--- config.mk ---
export PLATFORM = sky130hd
export DESIGN_NAME = execute_pipe
export DESIGN_NICKNAME = d
export VERILOG_FILES = /design/src/rtl/execute_pipe.sv
export SDC_FILE = /design/constraint.sdc
export NUM_CORES = 1
export LEC_CHECK = 0
export CAP_MARGIN = 20
export CORE_MARGIN = 3
export CORE_UTILIZATION = 40
export DETAILED_ROUTE_END_ITERATION = 12
export MAX_ROUTING_LAYER = met4
export PLACE_DENSITY_LB_ADDON = 0.3
export REMOVE_ABC_BUFFERS = 1
export SKIP_LAST_GASP = 1
export SYNTH_ARGS = -nofsm -noshare
export SYNTH_HDL_FRONTEND = slang
export SYNTH_SLANG_ARGS = --single-unit
--- constraint.sdc ---
create_clock -name clk -period 5.08 [get_ports clk]
set_input_delay 1.016 -clock clk [delete_from_list [all_inputs] [get_ports clk]]
set_output_delay 1.016 -clock clk [all_outputs]
set_load 0.02 [all_outputs]
--- src/rtl/execute_pipe.sv ---
// Registered MIPS execute stage: single-cycle ALU ops plus an iterative
// shift-add multiplier / restoring divider behind valid/ready handshakes.
module execute_pipe #(
  parameter int WIDTH = 32
) (
  input  logic             clk,
  input  logic             rst_n,
  input  logic             in_valid,
  output logic             in_ready,
  input  logic [WIDTH-1:0] read_data1,
  input  logic [WIDTH-1:0] read_data2,
  input  logic [WIDTH-1:0] immediate,
  input  logic             ALUsrc,
  input  logic [3:0]       ALU_control_lines,
  output logic             out_valid,
  input  logic             out_ready,
  output logic [WIDTH-1:0] ALU_result,
  output logic [WIDTH-1:0] result_hi,
  output logic             zero,
  output logic             overflow,
  output logic             div_by_zero
);

  localparam int CW = $clog2(WIDTH + 1);

  localparam logic [3:0] OP_AND   = 4'b0000;
  localparam logic [3:0] OP_OR    = 4'b0001;
  localparam logic [3:0] OP_ADD   = 4'b0010;
  localparam logic [3:0] OP_SUB   = 4'b0110;
  localparam logic [3:0] OP_SLT   = 4'b0111;
  localparam logic [3:0] OP_NOR   = 4'b1100;
  localparam logic [3:0] OP_MULTU = 4'b1000;
  localparam logic [3:0] OP_DIVU  = 4'b1001;

  typedef enum logic [1:0] {
    ST_IDLE = 2'd0,
    ST_BUSY = 2'd1,
    ST_HOLD = 2'd2
  } state_t;

  state_t           state_r;
  logic [CW-1:0]    cnt_r;
  logic             is_div_r;
  logic [WIDTH-1:0] a_r;
  logic [WIDTH-1:0] b_r;
  logic [WIDTH-1:0] hi_r;
  logic [WIDTH-1:0] lo_r;

  logic [WIDTH-1:0] b_sel_s;
  logic             accept_s;
  logic             is_multi_s;
  logic [WIDTH-1:0] add_s;
  logic [WIDTH-1:0] sub_s;
  logic [WIDTH-1:0] alu_res_s;
  logic             alu_ovf_s;
  logic [WIDTH:0]   mul_sum_s;
  logic [WIDTH:0]   div_shift_s;
  logic [WIDTH-1:0] step_hi_s;
  logic [WIDTH-1:0] step_lo_s;
  logic [WIDTH-1:0] fin_res_s;
  logic [WIDTH-1:0] fin_hi_s;
  logic             fin_dbz_s;

  // Ready is a pure function of state and downstream ready, never of in_valid.
  always_comb begin
    in_ready   = (state_r == ST_IDLE) || ((state_r == ST_HOLD) && out_ready);
    accept_s   = in_valid && in_ready;
    b_sel_s    = ALUsrc ? immediate : read_data2;
    is_multi_s = (ALU_control_lines == OP_MULTU) || (ALU_control_lines == OP_DIVU);
    add_s      = read_data1 + b_sel_s;
    sub_s      = read_data1 - b_sel_s;
  end

  // Single-cycle ALU result and signed overflow for the presented operation.
  always_comb begin
    alu_res_s = {WIDTH{1'b0}};
    alu_ovf_s = 1'b0;
    case (ALU_control_lines)
      OP_AND: alu_res_s = read_data1 & b_sel_s;
      OP_OR:  alu_res_s = read_data1 | b_sel_s;
      OP_NOR: alu_res_s = ~(read_data1 | b_sel_s);
      OP_SLT: alu_res_s = {{(WIDTH-1){1'b0}}, ($signed(read_data1) < $signed(b_sel_s))};
      OP_ADD: begin
        alu_res_s = add_s;
        alu_ovf_s = (read_data1[WIDTH-1] == b_sel_s[WIDTH-1]) &&
                    (add_s[WIDTH-1] != read_data1[WIDTH-1]);
      end
      OP_SUB: begin
        alu_res_s = sub_s;
        alu_ovf_s = (read_data1[WIDTH-1] != b_sel_s[WIDTH-1]) &&
                    (sub_s[WIDTH-1] != read_data1[WIDTH-1]);
      end
      default: begin
        alu_res_s = {WIDTH{1'b0}};
        alu_ovf_s = 1'b0;
      end
    endcase
  end

  // One engine iteration; hi_r holds partial product or running remainder.
  always_comb begin
    mul_sum_s   = {1'b0, hi_r} + (lo_r[0] ? {1'b0, b_r} : {(WIDTH+1){1'b0}});
    div_shift_s = {hi_r, lo_r[WIDTH-1]};
    if (is_div_r) begin
      if (div_shift_s >= {1'b0, b_r}) begin
        // Remainder stays below B, so the low-bit difference is exact.
        step_hi_s = div_shift_s[WIDTH-1:0] - b_r;
        step_lo_s = {lo_r[WIDTH-2:0], 1'b1};
      end else begin
        step_hi_s = div_shift_s[WIDTH-1:0];
        step_lo_s = {lo_r[WIDTH-2:0], 1'b0};
      end
    end else begin
      step_hi_s = mul_sum_s[WIDTH:1];
      step_lo_s = {mul_sum_s[0], lo_r[WIDTH-1:1]};
    end
  end

  // Values registered on the final engine iteration.
  always_comb begin
    fin_res_s = step_lo_s;
    fin_hi_s  = step_hi_s;
    fin_dbz_s = 1'b0;
    if (is_div_r && (b_r == {WIDTH{1'b0}})) begin
      fin_res_s = {WIDTH{1'b1}};
      fin_hi_s  = a_r;
      fin_dbz_s = 1'b1;
    end else begin
      fin_dbz_s = 1'b0;
    end
  end

  // Stage FSM, engine registers and registered result outputs.
  always_ff @(posedge clk or negedge rst_n) begin
    if (!rst_n) begin
      state_r     <= ST_IDLE;
      cnt_r       <= {CW{1'b0}};
      is_div_r    <= 1'b0;
      a_r         <= {WIDTH{1'b0}};
      b_r         <= {WIDTH{1'b0}};
      hi_r        <= {WIDTH{1'b0}};
      lo_r        <= {WIDTH{1'b0}};
      out_valid   <= 1'b0;
      ALU_result  <= {WIDTH{1'b0}};
      result_hi   <= {WIDTH{1'b0}};
      zero        <= 1'b0;
      overflow    <= 1'b0;
      div_by_zero <= 1'b0;
    end else begin
      case (state_r)
        ST_IDLE, ST_HOLD: begin
          if (accept_s) begin
            if (is_multi_s) begin
              is_div_r  <= (ALU_control_lines == OP_DIVU);
              a_r       <= read_data1;
              b_r       <= b_sel_s;
              hi_r      <= {WIDTH{1'b0}};
              lo_r      <= read_data1;
              cnt_r     <= CW'(WIDTH);
              out_valid <= 1'b0;
              state_r   <= ST_BUSY;
            end else begin
              ALU_result  <= alu_res_s;
              result_hi   <= {WIDTH{1'b0}};
              zero        <= (alu_res_s == {WIDTH{1'b0}});
              overflow    <= alu_ovf_s;
              div_by_zero <= 1'b0;
              out_valid   <= 1'b1;
              state_r     <= ST_HOLD;
            end
          end else if ((state_r == ST_HOLD) && out_ready) begin
            out_valid <= 1'b0;
            state_r   <= ST_IDLE;
          end else begin
            state_r <= state_r;
          end
        end
        ST_BUSY: begin
          hi_r  <= step_hi_s;
          lo_r  <= step_lo_s;
          cnt_r <= cnt_r - CW'(1);
          if (cnt_r == CW'(1)) begin
            ALU_result  <= fin_res_s;
            result_hi   <= fin_hi_s;
            zero        <= (fin_res_s == {WIDTH{1'b0}});
            overflow    <= 1'b0;
            div_by_zero <= fin_dbz_s;
            out_valid   <= 1'b1;
            state_r     <= ST_HOLD;
          end else begin
            state_r <= ST_BUSY;
          end
        end
        default: begin
          out_valid <= 1'b0;
          state_r   <= ST_IDLE;
        end
      endcase
    end
  end

endmodule

* Word level (Yosys, flattened, before mapping) *
Index checks and enable logic that the tools add are counted.

operators by class
  add/sub/neg operators = 5
  order comparisons = 2
  equality and inequality tests = 19
  muxes and demuxes = 50
  bitwise logic cells = 3
  reduce and logical (&&, ||, !) cells = 18

operators by type and width
  cell                   count
  $mux W32               17
  $pmux W32 S2           4
  $pmux W32 S6           1
  $logic_not A32 Y1      3
  $sub A32 B32 Y32       2
  $add A32 B32 Y33       1
  $ge A33 B32 Y1         1
  $add A32 B32 Y32       1
  $and A32 B32 Y32       1
  $lt A32 B32 Y1         1
  $not A32 Y32           1
  $or A32 B32 Y32        1
  $mux W1                15
  $eq A4 B4 Y1 const B   3
  $mux W6                2
  $pmux W6 S2            1
  $pmux W1 S2            5
  $eq A4 B3 Y1 const B   2
  $mux W2                4
  $ne A2 B2 Y1 const B   4
  $eq A6 B1 Y1 const B   1
  $reduce_and A3 Y1      2
  $sub A6 B1 Y6 const B  1
  $logic_and A1 B1 Y1    5
  15 further kinds       18

word-level totals
  register bits after elaboration = 205
  bits of input ports = 105
  output and inout port bits = 69

* Depth between registers and ports, before layout *
Gate-level depths: netlist (run 1).

  depth in word-level cells = 8
  depth in mapped cells = 19

* Worst setup path before layout (run 1) *
No wires, ideal clock.

  kind = input port to flip-flop
  start = input ALUsrc
  end = register zero
  setup time = 76 ps
  arrival time = 5,498 ps
  data required time = 5,004 ps
  setup slack = -495 ps
  stages = 16
  cells stage by stage = clkbuf_1 -> buf_1 -> mux2i_1 -> ha_1 -> or2_2 -> a2111oi_4 -> a2111oi_4 -> o41ai_1 -> mux2i_1 -> o2111ai_1 -> nor4_1 -> and4_1 -> and4b_1 -> or4b_1 -> or4b_1 -> o21ai_1

between the ends
  longest elaborated chain between the ends = 8

RTL lines
  what                                                                      RTL line  source
  start: declaration                                                        13        input logic ALUsrc,
  $mux W32 *                                                                68        b_sel_s = ALUsrc ? immediate : read_data2;
  parallel branches: the longest is 2 deep, another holds $sub A32 B32 Y32  --
  $pmux W32 S6 *                                                            78        case (ALU_control_lines)
  $logic_not A32 Y1 *                                                       165       zero <= (alu_res_s == {WIDTH{1'b0}});
  $mux W1 *                                                                 153       if (is_multi_s) begin
  $mux W1 *                                                                 152       if (accept_s) begin
  $pmux W1 S2 *                                                             150       case (state_r)
  end signal: assignment                                                    165
  end signal: assignment                                                    185       zero <= (fin_res_s == {WIDTH{1'b0}});
  end: declaration                                                          19        output logic zero,

Every way passes the cells marked *. The select of a mux whose other input is x is not followed.
A chain may end at the register's enable or synchronous reset.

* Worst setup path in the final report (run 1) *
  start = input immediate[13]
  end = register zero

between the ends
  longest elaborated chain between the ends = 8

RTL lines
  what                                                                      RTL line  source
  start: declaration                                                        12        input logic [WIDTH-1:0] immediate,
  $mux W32 *                                                                68
  named net b_sel_s[13]                                                     49        logic [WIDTH-1:0] b_sel_s;
  parallel branches: the longest is 2 deep, another holds $sub A32 B32 Y32  --
  $pmux W32 S6 *                                                            78
  $logic_not A32 Y1 *                                                       165
  $mux W1 *                                                                 153
  $mux W1 *                                                                 152
  $pmux W1 S2 *                                                             150

Mark *: on every way through the listed nets, which the timed path passes. The select of a mux whose other input is x is not followed.

==> results of run 1 <==
[metal layers]
| metal | track usage [%] | vias to the layer above | share of wire, % |
|---|---|---|---|
| met4 | 8.34 | 0 | 2.8 |
| li1 | - | 9335 | - |
| met1 | 43.0 | 9686 | 45 |
| met2 | 46.9 | 753 | 45 |
| met3 | 3.20 | 106 | 7.3 |
| met5 | - | - | 0 |
[registers in the layout, summed over array words and instances, names as in the netlist, 2 cells and up]
register	cells
ALU_result	32
a_r	32
b_r	32
hi_r	32
lo_r	32
result_hi	32
cnt_r	6
state_r	2
[cell families (layout without fill, tap and decap cells)]
kind of cell | after synthesis | in the layout
other | 0 | 1
AND/OR/NAND/NOR | 761 | 761
flip-flops | 205 | 205
multiplexers | 103 | 103
adder cells (fa/ha/maj) | 182 | 182
XOR/XNOR | 68 | 68
AO/OA/AOI/OAI | 746 | 746
buffers and inverters | 280 | 729
[where the power goes]
group / leakage, nW / total, mW / switching (mW) / internal (mW)
Clock: 0.352 / 1.63 / 0.660 / 0.972
Sequential: 2.65 / 2.69 / 0.565 / 2.13
Combinational: 8.80 / 6.37 / 3.59 / 2.77
Total: 11.8 / 10.7 / 4.82 / 5.87
[how the worst max path moves through the flow]
| stage | startpoint | endpoint | slack, ns | depth (start not counted) |
|---|---|---|---|---|
| after detailed placement | ALUsrc | zero | -0.98 | 18 |
| after global placement | ALUsrc | zero | -0.91 | 18 |
| after global routing | ALUsrc | zero | -0.17 | 19 |
| final | immediate[13] | zero | -0.02 | 18 |
| after CTS | immediate[0] | zero | 0.005 | 17 |
| after floorplan | is_div_r | result_hi[19] | -1.15 | 5 |
[area by class of cell]
type,count,area (um2)
Antenna cell,1,2.50
Tap cell,600,751
Timing Repair Buffer,548,4670
Clock inverter,11,155
Fill cell,4343,21200
Clock buffer,24,547
Multi-Input combinational cell,1860,12800
Inverter,146,548
Sequential cell,205,5130
[placed cells by master (no fill, tap or decap), types with 13 or more instances in the layout]
cell type,n
a211oi_1,26
a21o_1,55
a21oi_1,201
a221o_1,27
a221oi_1,16
a31oi_1,16
and2_1,38
buf_4,368
clkbuf_16,21
clkdlybuf4s50_1,161
dfrtp_1,204
ha_1,171
inv_1,146
mux2_2,15
mux2i_1,84
nand2_1,291
nand2b_1,21
nand3_1,56
nand4_1,20
nor2_1,174
nor2b_1,20
nor3_1,30
nor4_1,19
o211ai_1,43
o21a_1,13
o21ai_0,170
o21bai_1,19
o31ai_1,13
or3_1,20
xnor2_1,46
xor2_1,22
[stage by stage]
stage          setup WS [ns]  cells  hold slack (ns)  TNS, ns  utilization (%)
2_1_floorplan          -1.15   2211            0.441   -31.49                -
3_3_place_gp          -0.909   3347            0.456    -2.98             51.3
3_5_place_dp          -0.981   3347            0.461    -4.07             51.3
4_1_cts              0.00491   3385            0.474        0             53.1
5_1_grt               -0.171   3394            0.503   -0.171             53.8
6_report             -0.0201   3395            0.472  -0.0201             53.8
[repair_timing]
item                       4_1_cts  5_1_grt
pin swaps                       12       23
setup endpoints to repair        3        1
resized for setup               24       42
buffers inserted                 3        9
==> results_dict.tcl, run 1 <==
set metrics [dict create \
    run_status "complete, but fails checks" \
    violations "negative setup slack" \
    yosys.cell_types.count 87 \
    overflow 0 \
    top_level_ports 174 \
    htree_levels 1 \
    crit_family "simple AND/OR/NAND/NOR gates" \
    crit_slowest_cell "or4b_1" \
    drt_pre_antenna_iters 7 \
    die_h_um 222 \
    fin_area_um2 24600 \
    io_buffer_count 173 \
    crit_buf_inv 5 \
    ir_worst_vdd_mv 0.761 \
    final_layout_size_suffix_gt1_share_pct 18.1 \
    synthXorXnorAreaFrac_pct 3.19 \
    synth_compound_area_share_pct 26.5 \
    async_reset_ff_share_pct 100 \
    slew_viol_final 0 \
    die_x_um 222 \
    vias 19880 \
    crit_path_cell_trace "clkdlybuf4s50_1, mux2i_1, buf_4, buf_4, inv_1, buf_4, ha_1, a21oi_1, o21ai_1, a21boi_0, nand3_1, a221o_1, a21oi_2, and4_4, and4b_1, or4b_4, or4b_1, o21ai_1" \
    ant_nets 0 \
    cts_tree "done" \
    cp_slowest_stage_delay_ns 0.52 \
    cp.arrival_ns 5.54 \
    p_leak_nw 11.8 \
    synth-simple-area-share_pct 19.1 \
    cp.required_ns 5.52 \
    grt_pass1_vias 19325 \
    synth_commonest_cells "nand2_1 (291), a21oi_1 (206), dfrtp_1 (205)" \
    ff2ff_setup_slack_ns 0.37 \
    synthFlopType "dfrtp_1" \
    reg2reg_depth 15 \
    tightestPinTransition_ns 1.07 \
    relSlewSlack_pct 27.9 \
    grt_usage_pct 30.6 \
    syn_avg_cell_area_um2 7.96 \
    ys_seq_elements 205 \
    core_area_um2 45800 \
    cts_buffer_depth 3 \
    period_minus_slack_ns 5.10 \
    die-area_um2 49300 \
    antenna_found_initial 0 \
    syn_area_um2 18700 \
    dp.final_hpwl_um 60600 \
    rows 78 \
    finalPower_mw 10.7 \
    nets 3068 \
    cp-end-kind "flip-flop" \
    yosysMostFrequentCell "nand2_1" \
    clk_pin_slew_ns 0.07 \
    placed_area_um2 23500 \
    min_to "cnt_r[5]" \
    reg2reg_to "result_hi[31]" \
    critPathMostFrequentCell "buf_4" \
    cap_violations 0 \
    p_per_area_nw_per_um2 434 \
    syn_to_final_growth_pct 31.9 \
    synth_mux_area_share_pct 5.63 \
    synth_top_family_by_area "compound AO/OA/AOI/OAI gates" \
    grt_max_degree 119 \
    r2r_start "lo_r[0]" \
    synthAdderAreaFrac_pct 12.4 \
    worstSkewPairLatency_ns 0.51 \
    start_util_pct 40.8 \
    finalHoldViolCount 0 \
    yosysSeqAreaShare_pct 27.5 \
    first_iter_violations 1884 \
    drc 0 \
    start_kind "primary input" \
    hp-start "cnt_r[5]" \
    yosysWarnings 0 \
    critical_path_class "primary input to flip-flop" \
    viasPerCell 5.86 \
    fmax_ghz 0.196 \
    grt_pass1_wl_um 116000 \
    min_path_type "flip-flop to flip-flop" \
    hold_path_depth 1 \
    wirelength_um 76200 \
    synth_edf_count 0 \
    skew_ns 0.00873 \
    setup_violations 1 \
    ys_top_cells_by_area "dfrtp_1 (27%), ha_1 (12%), nand2_1 (5.9%), a21oi_1 (5.5%), mux2i_1 (4.7%)" \
    rsz0062_at_grt "yes" \
    cts.hold.buffers_added 0 \
    setup_slack_ns -0.0201 \
    finalCritPeriodShare_pct 100 \
    yosys.area.top_type_share_pct 27.5 \
    synthCells 2345 \
    finalWeightedCongestion 0.980 \
    cts.sinks 205 \
    path_max_fanout 4 \
    yosys.area.top_type "dfrtp_1" \
    root_buffer "clkbuf_16" \
    avgRoutedWirePerCell_um 22.4 \
    cts-buffers-inserted 20 \
]
Note: power is estimated with default switching activity, not from simulation.
==> run 2: changes to the inputs <==
- PLACE_DENSITY: unset -> 0.67
- PLACE_DENSITY_LB_ADDON: 0.3 -> unset
- RECOVER_POWER: unset -> 50
==> results_dict.tcl, run 2 (synthesis results as in run 1) <==
set metrics [dict create \
    placed_area_um2 23400 \
    fin_area_um2 24600 \
    rsz0062_at_grt "yes" \
    top_level_ports 174 \
    worstSkewPairLatency_ns 0.51 \
    grt_max_degree 104 \
    layout_commonest_cell "buf_4" \
    tightestPinTransition_ns 2.69 \
    relSlewSlack_pct -79.0 \
    final_cell_mix "buf_4 (360), nand2_1 (291), dfrtp_1 (204)" \
    syn_to_final_growth_pct 31.9 \
    htree_levels 1 \
    io_buffer_count 173 \
    grt_use_met3_pct 2.65 \
    finalHoldViolCount 0 \
    setup_slack_ns -0.0108 \
    root_buffer "clkbuf_16" \
    cts-buffers-inserted 21 \
    crit_path_cell_trace "buf_6, buf_12, buf_12, mux2i_4, buf_6, inv_2, buf_4, ha_2, a21o_1, o211a_1, or3_4, a21o_1, a21oi_1, xnor2_1, o221ai_1, nor4_2, buf_4, and4b_1, or4b_4, or4b_1, o21ai_1" \
    finalCritPeriodShare_pct 100 \
    overflow 0 \
    grt_pass1_wl_um 117000 \
    met2_usage_pct 47.3 \
    use_met1_pct 43.9 \
    first_iter_violations 1852 \
    rows 78 \
    p_leak_nw 11.8 \
    skew_ns 0.0169 \
    vias 20040 \
    avgRoutedWirePerCell_um 22.6 \
    die_x_um 222 \
    cp_slowest_stage_delay_ns 0.50 \
    start_kind "primary input" \
    dp.final_hpwl_um 60000 \
    cp.arrival_ns 5.53 \
    multi_input_area_um2 12900 \
    min_path_type "flip-flop to flip-flop" \
    fillCellCount 4310 \
    place_worst_setup_slack_ns -0.860 \
    slew_viol_final 104 \
    crit_family "simple AND/OR/NAND/NOR gates" \
    ir_worst_vdd_mv 0.322 \
    clk_pin_slew_ns 0.07 \
    grt_usage_pct 30.9 \
    period_minus_slack_ns 5.09 \
    instances_no_fill 3392 \
    regArea_um2 5130 \
    top_usage_layer "met2" \
    cts_buffer_depth 3 \
    run_status "complete, but fails checks" \
    ant_nets 0 \
    nets 3064 \
    crit_buf_inv 7 \
    crit_slowest_cell "or4b_1" \
    violations "max-capacitance violations, max-slew violations, negative setup slack" \
    cap_violations 1 \
    drt_pre_antenna_iters 5 \
    cp.required_ns 5.52 \
    fmax_ghz 0.196 \
    cts_tree "done" \
    critical_path_class "primary input to flip-flop" \
    die-area_um2 49300 \
    path_max_fanout 4 \
    start_util_pct 40.8 \
    viasPerCell 5.91 \
    wirelength_um 76700 \
    dp_cells 3344 \
    p_per_area_nw_per_um2 432 \
    hold_ws_ns 0.474 \
    finalWeightedCongestion 1.02 \
    core_area_um2 45800 \
    setup_tns_ns -0.0108 \
    grt_pass1_vias 19698 \
    cts.sinks 205 \
    cp-end-kind "flip-flop" \
    die_h_um 222 \
    setup_violations 1 \
    final_layout_size_suffix_gt1_share_pct 18.5 \
    drc 0 \
    antenna_found_initial 0 \
]
[run 2: through the flow]
| stage | power [mW] | utilization (%) |
|---|---|---|
| floorplan | 6.66 | - |
| global placement | 8.69 | 51.2 |
| detailed placement | 8.80 | 51.2 |
| CTS | 10.5 | 53.1 |
| global route | 11.4 | 53.7 |
| finish | 10.6 | 53.8 |
[run 2: path summary, 6_finish.rpt]
kind	from	endpoint	slack, ns	cells past startpoint
setup reg to reg	lo_r[0]	result_hi[31]	0.41	15
min in group asynchronous	rst_n	hi_r[28]	1.29	1
hold / removal	a_r[14]	a_r[14]	0.47	2
hold reg to reg	a_r[14]	a_r[14]	0.47	2
max in group asynchronous	rst_n	lo_r[31]	1.25	2
setup / recovery	ALUsrc	zero	-0.01	21
[run 2: tightest hold or removal path, cell delays in order (launching register included)]
cell and delay, ns:
dfrtp_1 0.34, nand2_1 0.05, nand2_1 0.05
[run 2: timing repair]
action / in CTS / in global routing
hold buffers: 0 / 0
resized for setup: 28 / 51
gates cloned: 0 / 0
pin swaps: 11 / 31
endpoints found under the setup margin: 1 / 1
buffers inserted: 2 / 8
[run 2: final cells by class]
type                            count  share of cell area (%)
Timing Repair Buffer              543                    18.6
Antenna cell                        1                  0.0102
Inverter                          146                    2.23
Clock buffer                       26                    2.33
Sequential cell                   205                    20.9
Tap cell                          600                    3.05
Clock inverter                     11                   0.585
Multi-Input combinational cell   1860                    52.3
[run 2: per-layer routing]
metal / share of wire, % / vias up
met5: 0 / -
met4: 2.8 / 0
met3: 7.1 / 104
met2: 45 / 829
met1: 45 / 9790
li1: - / 9317
[run 2: power breakdown]
part | internal, mW | leakage (nW) | switching [mW]
Combinational | 2.71 | 8.84 | 3.55
Clock | 0.963 | 0.354 | 0.696
Sequential | 2.13 | 2.65 | 0.596
==> patch: new RTL, config.mk and constraints of run 2 <==
`WIDTH`: 32 -> 16.
--- a/src/rtl/execute_pipe.sv
+++ b/src/rtl/execute_pipe.sv
@@ -2,5 +2,5 @@
 // shift-add multiplier / restoring divider behind valid/ready handshakes.
 module execute_pipe #(
-  parameter int WIDTH = 32
+  parameter int WIDTH = 16
 ) (
   input  logic             clk,
Interface: changed (5 resized); port bits go from 174 to 94. No check against the original RTL was run, so the function may have changed too.
==> patch against run 2 <==
The run ends with capacitance limit, slew limit left. Sequential cell count shrank 97. Total power fell by 51%. Design area decreased by 54%. Combinational power decreased by 53%. Setup slack better by 0.43 ns. Synthesized area shrank 49%. Routed wire length is 60% lower. Utilization is 5.1 points lower. Critical path type unchanged.
==> patch: results (changes against run 2) <==
Data arrival, critical path 4.97 ns (-0.56 ns); share of cells above drive strength 1 8.81% (-9.6 points); Seq cells 108 (-47%); met3 Use GR 2.86% (+0.22 points); Commonest cells post-synth nand2_1, dfrtp_1, ha_1, inv_1; HPWL after DPL 23800 µm (-60%); skew final 0.00977 ns (-0.00715 ns); P_leak 5.08 nW (-57%); Final clock-cell share 2.88% (-0.043 points); fin util 48.7% (-5.1 points); Signal buffers 139 (-74%); sequential-to-total area share from yosys stat 28.2% (+0.75 points); failing checks capacitance limit, slew limit; clock buffer depth 2 (-1); status finished with violations; XOR/XNOR Fraction of Synth Area 3.48% (+0.29 points); Fin Hold WS 0.479 ns (+0.00517 ns); global-route wire length before repair 48600 µm (-58%); adder-cell area share of the yosys netlist 12.6% (+0.24 points); Hold Path End a_r[6]; Placed Cells 1546 (-54%); multi-input logic area 6240 µm² (-51%); via count 9099 (-55%); port buffer count 93 (-46%); Inserted Clock Buffers 9 (-57%); Synth area leaders dfrtp_1, ha_1, nand2_1; Crit Path Max Fanout 6 (+2); WL met3 1630 µm (-70%); post_cts resized 0 (-100%); M2 GR Usage 38.8% (-8.5 points); inverters 76 (-48%); Distinct cells, synth 91 (+4.6%); r2r setup slk 1.18 ns (+0.77 ns); final WL 31000 µm (-60%); Worst R2R End result_hi[15]; max_cap viols 1 (unchanged); reg2reg path depth 13 (-2); largest net degree at the start of global routing 66 (-37%); worst rel slew slack -139% (-60 points); max-slew violation count 66 (-37%); complex-gate fraction of the synthesized area 23.6% (-2.8 points); # diodes 0 (-1)
patch: critical path, stage by stage:
cell,delay [ns]
clkdlybuf4s50_1,0.62
buf_4,0.22
mux2i_1,0.47
ha_1,0.39
nand2b_1,0.19
a221oi_1,0.48
o211ai_1,0.22
a21oi_1,0.21
a2111oi_0,0.10
nor3_1,0.36
nand4_1,0.16
nor4_1,0.19
and3_1,0.19
a31o_1,0.13
patch: worst max path at each step:
stage | start | end | slack [ns] | depth (start not counted)
after floorplan | out_ready | lo_r[5] | 1.13 | 5
after global placement | ALUsrc | zero | 0.25 | 15
after detailed placement | ALUsrc | zero | 0.13 | 14
after CTS | ALUsrc | zero | 0.50 | 14
after global routing | ALUsrc | zero | 0.14 | 14
final | ALUsrc | zero | 0.42 | 14
patch: report_power, final:
group,internal [mW],switching [mW],total (mW),leakage [nW]
Clock,0.435,0.346,0.782,0.152
Sequential,1.13,0.329,1.46,1.37
Combinational,1.26,1.68,2.94,3.56
Total,2.82,2.36,5.18,5.08
